==> src/rtl/popcount_accum.sv <==
// -----------------------------------------------------------------------------
// popcount_accum
//
// Accumulates per-nibble population counts into a per-frame result. A frame is
// a run of accepted in_cnt values ending with the accept that carries in_last.
// The frame result is held on the out_* outputs until the consumer takes it.
//
// Handshake (both sides use strict valid/ready):
//   A transfer happens on a rising clk edge where valid & ready are both 1.
//   The producer holds its data stable while valid=1 and ready=0.
//   The ready signals do not depend on the valid signals in the same cycle.
//   Input side:  in_valid / in_ready.   Output side: out_valid / out_ready.
//
// Parameters
//   SUM_W      width of the saturating frame ones-total
//   CNT_W      width of the saturating frame nibble counter
//
// Ports
//   clk        clock, rising edge
//   rst_n      asynchronous active-low reset
//   in_cnt     ones count of one nibble (legal 0..4; 5..7 is added as 4 and flags err)
//   in_valid   in_cnt is valid this cycle
//   in_last    in_cnt is the final nibble of the frame (only meaningful with in_valid)
//   in_ready   block can accept in_cnt this cycle (0 while a result is held)
//   out_sum    frame ones-total, saturating
//   out_nib    number of nibbles accepted in the frame, saturating
//   out_par    XOR of all accepted in_cnt[0]
//   out_ovf    out_sum or out_nib clamped during the frame
//   out_err    some accepted in_cnt exceeded 4
//   out_valid  frame result is held on out_*
//   out_ready  consumer takes the result
//   dbg_state  current FSM state (0 IDLE, 1 ACCUM, 2 HOLD)
// -----------------------------------------------------------------------------
module popcount_accum #(
   parameter int SUM_W = 8,
   parameter int CNT_W = 8
) (
   input  logic             clk,
   input  logic             rst_n,
   input  logic [2:0]       in_cnt,
   input  logic             in_valid,
   input  logic             in_last,
   output logic             in_ready,
   output logic [SUM_W-1:0] out_sum,
   output logic [CNT_W-1:0] out_nib,
   output logic             out_par,
   output logic             out_ovf,
   output logic             out_err,
   output logic             out_valid,
   input  logic             out_ready,
   output logic [1:0]       dbg_state
);

   typedef enum logic [1:0] {
      IDLE  = 2'd0,
      ACCUM = 2'd1,
      HOLD  = 2'd2
   } state_t;

   state_t state;

   logic             accept;
   logic             first;
   logic             cnt_bad;
   logic [2:0]       add;
   logic [SUM_W-1:0] sum_base;
   logic [SUM_W:0]   sum_wide;
   logic             sum_clamp;
   logic [SUM_W-1:0] sum_next;
   logic [CNT_W-1:0] nib_base;
   logic [CNT_W:0]   nib_wide;
   logic             nib_clamp;
   logic [CNT_W-1:0] nib_next;
   logic             par_next;
   logic             ovf_next;
   logic             err_next;

   assign in_ready  = (state != HOLD);
   assign accept    = in_valid & in_ready;
   assign dbg_state = state;

   // Out-of-range counts are treated as a full nibble and flagged.
   assign cnt_bad = (in_cnt > 3'd4);
   assign add     = cnt_bad ? 3'd4 : in_cnt;

   // An accept in IDLE starts a new frame: every accumulator begins from zero,
   // so the same add/clamp path serves both the first and later nibbles.
   assign first    = (state == IDLE);
   assign sum_base = first ? '0 : out_sum;
   assign nib_base = first ? '0 : out_nib;

   // One extra bit catches the carry out; a carry means the true total no
   // longer fits, so the result clamps to all ones.
   assign sum_wide  = {1'b0, sum_base} + (SUM_W+1)'(add);
   assign sum_clamp = sum_wide[SUM_W];
   assign sum_next  = sum_clamp ? '1 : sum_wide[SUM_W-1:0];

   assign nib_wide  = {1'b0, nib_base} + (CNT_W+1)'(1);
   assign nib_clamp = nib_wide[CNT_W];
   assign nib_next  = nib_clamp ? '1 : nib_wide[CNT_W-1:0];

   // Parity uses the raw LSB, even for out-of-range counts.
   assign par_next = (first ? 1'b0 : out_par) ^ in_cnt[0];
   assign ovf_next = (first ? 1'b0 : out_ovf) | sum_clamp | nib_clamp;
   assign err_next = (first ? 1'b0 : out_err) | cnt_bad;

   always_ff @(posedge clk or negedge rst_n) begin
      if (!rst_n) begin
         state     <= IDLE;
         out_sum   <= '0;
         out_nib   <= '0;
         out_par   <= 1'b0;
         out_ovf   <= 1'b0;
         out_err   <= 1'b0;
         out_valid <= 1'b0;
      end else begin
         case (state)
            IDLE, ACCUM: begin
               if (accept) begin
                  out_sum   <= sum_next;
                  out_nib   <= nib_next;
                  out_par   <= par_next;
                  out_ovf   <= ovf_next;
                  out_err   <= err_next;
                  out_valid <= in_last;
                  state     <= in_last ? HOLD : ACCUM;
               end
            end
            HOLD: begin
               // Result registers are not written here, so out_* stay stable.
               if (out_ready) begin
                  out_valid <= 1'b0;
                  state     <= IDLE;
               end
            end
            default: begin
               out_valid <= 1'b0;
               state     <= IDLE;
            end
         endcase
      end
   end

endmodule
==> config.mk <==
export PLATFORM = sky130hd
export DESIGN_NAME = popcount_accum
export DESIGN_NICKNAME = d
export VERILOG_FILES = /design/src/rtl/popcount_accum.sv
export SDC_FILE = /design/constraint.sdc
export NUM_CORES = 1
export LEC_CHECK = 0
export ABC_AREA = 1
export BUFFER_PORTS_ARGS = -buffer_cell sky130_fd_sc_hd__buf_2
export CAP_MARGIN = 10
export CORE_MARGIN = 3
export CORE_UTILIZATION = 44
export DETAILED_ROUTE_END_ITERATION = 10
export PLACE_DENSITY = 0.67
export SLEW_MARGIN = 10
export SYNTH_ARGS = -nofsm -noshare
export SYNTH_HDL_FRONTEND = slang
export SYNTH_SLANG_ARGS = --single-unit
==> constraint.sdc <==
create_clock -name clk -period 2.8 [get_ports clk]
set_input_delay 0.14 -clock clk [delete_from_list [all_inputs] [get_ports clk]]
set_output_delay 0.14 -clock clk [all_outputs]
set_load 0.01 [all_outputs]
==> out/results.tsv <==
metric	value	unit
run status	complete, no violations	
Routability Congestion	0.888	
end point of the most critical hold path	dbg_state[0]	
RSZ-0062 raised after global routing	no	
minimum clock period after layout	2.27	ns
Sinks on Clock Net	21	
final cell count without fillers	257	
top-level port count	31	
per-cell via count in the routed design	5.03	
highest net fanout along the worst path	7	
max_cap viols	0	
worst hold margin	0.0275	ns
die extent in x	62.0	um
die outline height	62.0	um
Static Leak	0.831	nW
Critical Path Source Type	flip-flop	
CTS tree	built	
number of optimization iterations in the first detailed-route pass	4	
leftover overflow at the end of global routing	0	
number of library cell types mapped by synthesis	31	
setup slack of the most critical reg-to-reg path	0.53	ns
syn_area_per_cell	7.53	um2
wire length after detailed routing	3140	um
DR WL/cell	12.2	um
standard cell core area	0.00288	mm2
count of cells along the worst hold path	2	
Min-Delay Startpoint	in_last	
pin count of the biggest net entering global routing	22	
nets@finish	229	
top area cells in the synthesized netlist	sky130_fd_sc_hd__dfrtp_1 38%, sky130_fd_sc_hd__nand2_1 9.0%, sky130_fd_sc_hd__nor2_1 9.0%, sky130_fd_sc_hd__inv_1 6.3%, sky130_fd_sc_hd__nand3_1 4.0%	
HP Class	primary input to flip-flop	
max frequency	440	MHz
Placed Cells incl. Taps	252	
critical path required time	2.99	ns
count of antenna-violating nets left after detailed routing	0	
crit path kind	flip-flop to flip-flop	
most common library cells after synthesis	33 x sky130_fd_sc_hd__nand2_1, 33 x sky130_fd_sc_hd__nor2_1, 23 x sky130_fd_sc_hd__inv_1	
effective utilization at floorplan	47.9	%
number of buffers created by CTS	3	
library cell with the largest summed area after synthesis	sky130_fd_sc_hd__dfrtp_1	
DRC viols	0	
Post-Syn Instances	183	
latest clock arrival within the worst-skew pair	0.30	ns
Final Slew Violations	0	
Port Buffers	30	
Final period util	81.1	%
number of antenna violations at the first check in global routing	0	
sequential area share after synthesis	38.1	%
depth of the most critical reg-to-reg path	10	
first-pass GRT wire length	5360	um
final setup violating endpoints	0	
ys async rst share	100	%
CTS clk-pin slew, worst paths	0.12	ns
power per unit of standard cell area	661	mW/mm2
detailed placement HPWL	2330	um
Hold Violations, Final	0	
overall die area	0.00384	mm2
via total after detailed routing	1292	
diode insertion count for antenna repair	0	
Rel. slew slack	67.9	%
number of enable flip-flop cells after synthesis	0	
ratio of cells with drive above 1 in the final layout	23.7	%
reg-to-reg critical path startpoint	out_valid	
Row Count	19	
most used flip-flop cell after synthesis	sky130_fd_sc_hd__dfrtp_1	
clock skew after layout	0.00597	ns
1st-iter DRT viols	65	
H-tree level count	1	
vias in the first global route	1180	
Mapped Nets	196	
VDD IR-drop max	0.299	mV
Area growth syn-to-layout	16.1	%
gr usage total	18.6	%
Worst Path Arrival	2.46	ns
crit path capture type	flip-flop	
total power after layout	1.06	mW
area of the mapped netlist	0.00138	mm2
final setup TNS	0	ns
share of the synthesized area in the top cell type	38.1	%
Ys Warns	0	
root buffer cell	sky130_fd_sc_hd__clkbuf_4	
worst slew pin tran	0.482	ns
maximum count of clock buffers along a single path	2	
register bit total from synthesis	21	
fill cell count	290	
capturing point of the worst reg2reg path	out_sum[0]	
-- report_power, final --
group / internal [mW] / switching [mW]
clock network: 0.0555 / 0.0950
registers: 0.376 / 0.0792
logic: 0.177 / 0.276
-- timing repair --
item,CTS,global route
endpoints found under the hold margin,21,0
buffers inserted,0,0
setup endpoints to repair,0,0
hold buffers,1,0
resized for setup,0,0
-- final cells by class --
cell class	count	area, um2	share of cell area, %
sequential	21	526	32.8
clock buffer	4	26.3	1.64
tap	42	52.6	3.28
multi-input combinational	132	723	45.2
timing repair buffer	34	183	11.4
inverter	24	90.1	5.63
-- worst max-delay path, stage by stage (launching register included) --
cell and delay (ns):
sky130_fd_sc_hd__dfrtp_1 0.47, sky130_fd_sc_hd__nor2_1 0.27, sky130_fd_sc_hd__nor2_1 0.08, sky130_fd_sc_hd__ha_1 0.22, sky130_fd_sc_hd__fa_1 0.40, sky130_fd_sc_hd__a21oi_1 0.30, sky130_fd_sc_hd__nor2_4 0.08, sky130_fd_sc_hd__nand3_2 0.12
sky130_fd_sc_hd__nand2_2 0.09, sky130_fd_sc_hd__nor2_1 0.10, sky130_fd_sc_hd__a21oi_1 0.05
-- how the worst max path moves through the flow --
stage | startpoint | end | slack, ns | cells after the start
4_1_cts | out_valid | out_sum[0] | 0.51 | 10
3_5_place_dp | out_valid | out_sum[0] | 0.53 | 10
6_report | out_valid | out_sum[0] | 0.53 | 10
5_1_grt | out_valid | out_sum[1] | 0.28 | 10
2_1_floorplan | out_valid | out_sum[5] | 0.58 | 11
3_3_place_gp | out_valid | out_sum[1] | 0.65 | 10
-- cell families after synthesis --
family | count (synthesis) | share of synthesized area (%)
simple gates | 94 | 32.4
buf+inv | 30 | 9.44
compound gates | 27 | 11.2
fa+ha+maj | 5 | 5.08
flops | 21 | 38.1
xor+xnor | 6 | 3.81
-- per-stage QoR --
step                area [um2]  setup WS, ns  util, %
finish                    1600         0.529     55.6
global route              1600         0.281     55.6
CTS                       1600         0.507     55.6
detailed placement        1560         0.530     54.4
global placement          1560         0.654     54.4
floorplan                 1380         0.579        -
-- registers in the layout, indices dropped and copies added, names as in the netlist --
register	count
out_ovf	1
out_par	1
out_nib	8
out_err	1
out_valid	1
dbg_state	1
out_sum	8
-- routing by layer --
| metal | global-route usage, % | vias up | share of wire, % |
|---|---|---|---|
| li1 | - | 646 | - |
| met1 | 25.4 | 604 | 46 |
| met2 | 30.8 | 38 | 48 |
| met3 | 2.48 | 4 | 5.4 |
| met4 | 5.45 | 0 | 1.3 |
| met5 | 0 | - | 0 |
-- cell usage in the layout (no fill, tap or decap), types with 2 or more instances in the layout --
cell type	count
sky130_fd_sc_hd__nor3_1	3
sky130_fd_sc_hd__nand4_1	2
sky130_fd_sc_hd__clkbuf_4	3
sky130_fd_sc_hd__xnor2_1	2
sky130_fd_sc_hd__nor2_4	3
sky130_fd_sc_hd__a21oi_2	2
sky130_fd_sc_hd__a31oi_1	2
sky130_fd_sc_hd__inv_1	23
sky130_fd_sc_hd__nand2_4	3
sky130_fd_sc_hd__buf_2	30
sky130_fd_sc_hd__nand3_2	2
sky130_fd_sc_hd__xor2_1	4
sky130_fd_sc_hd__nand2_1	33
sky130_fd_sc_hd__dfrtp_1	21
sky130_fd_sc_hd__nor2_1	33
sky130_fd_sc_hd__nand3_1	11
sky130_fd_sc_hd__o21ai_0	9
sky130_fd_sc_hd__a21oi_1	9
sky130_fd_sc_hd__nor2_2	2
sky130_fd_sc_hd__ha_1	4
sky130_fd_sc_hd__buf_4	3
Power figures use the tool's default switching activity.
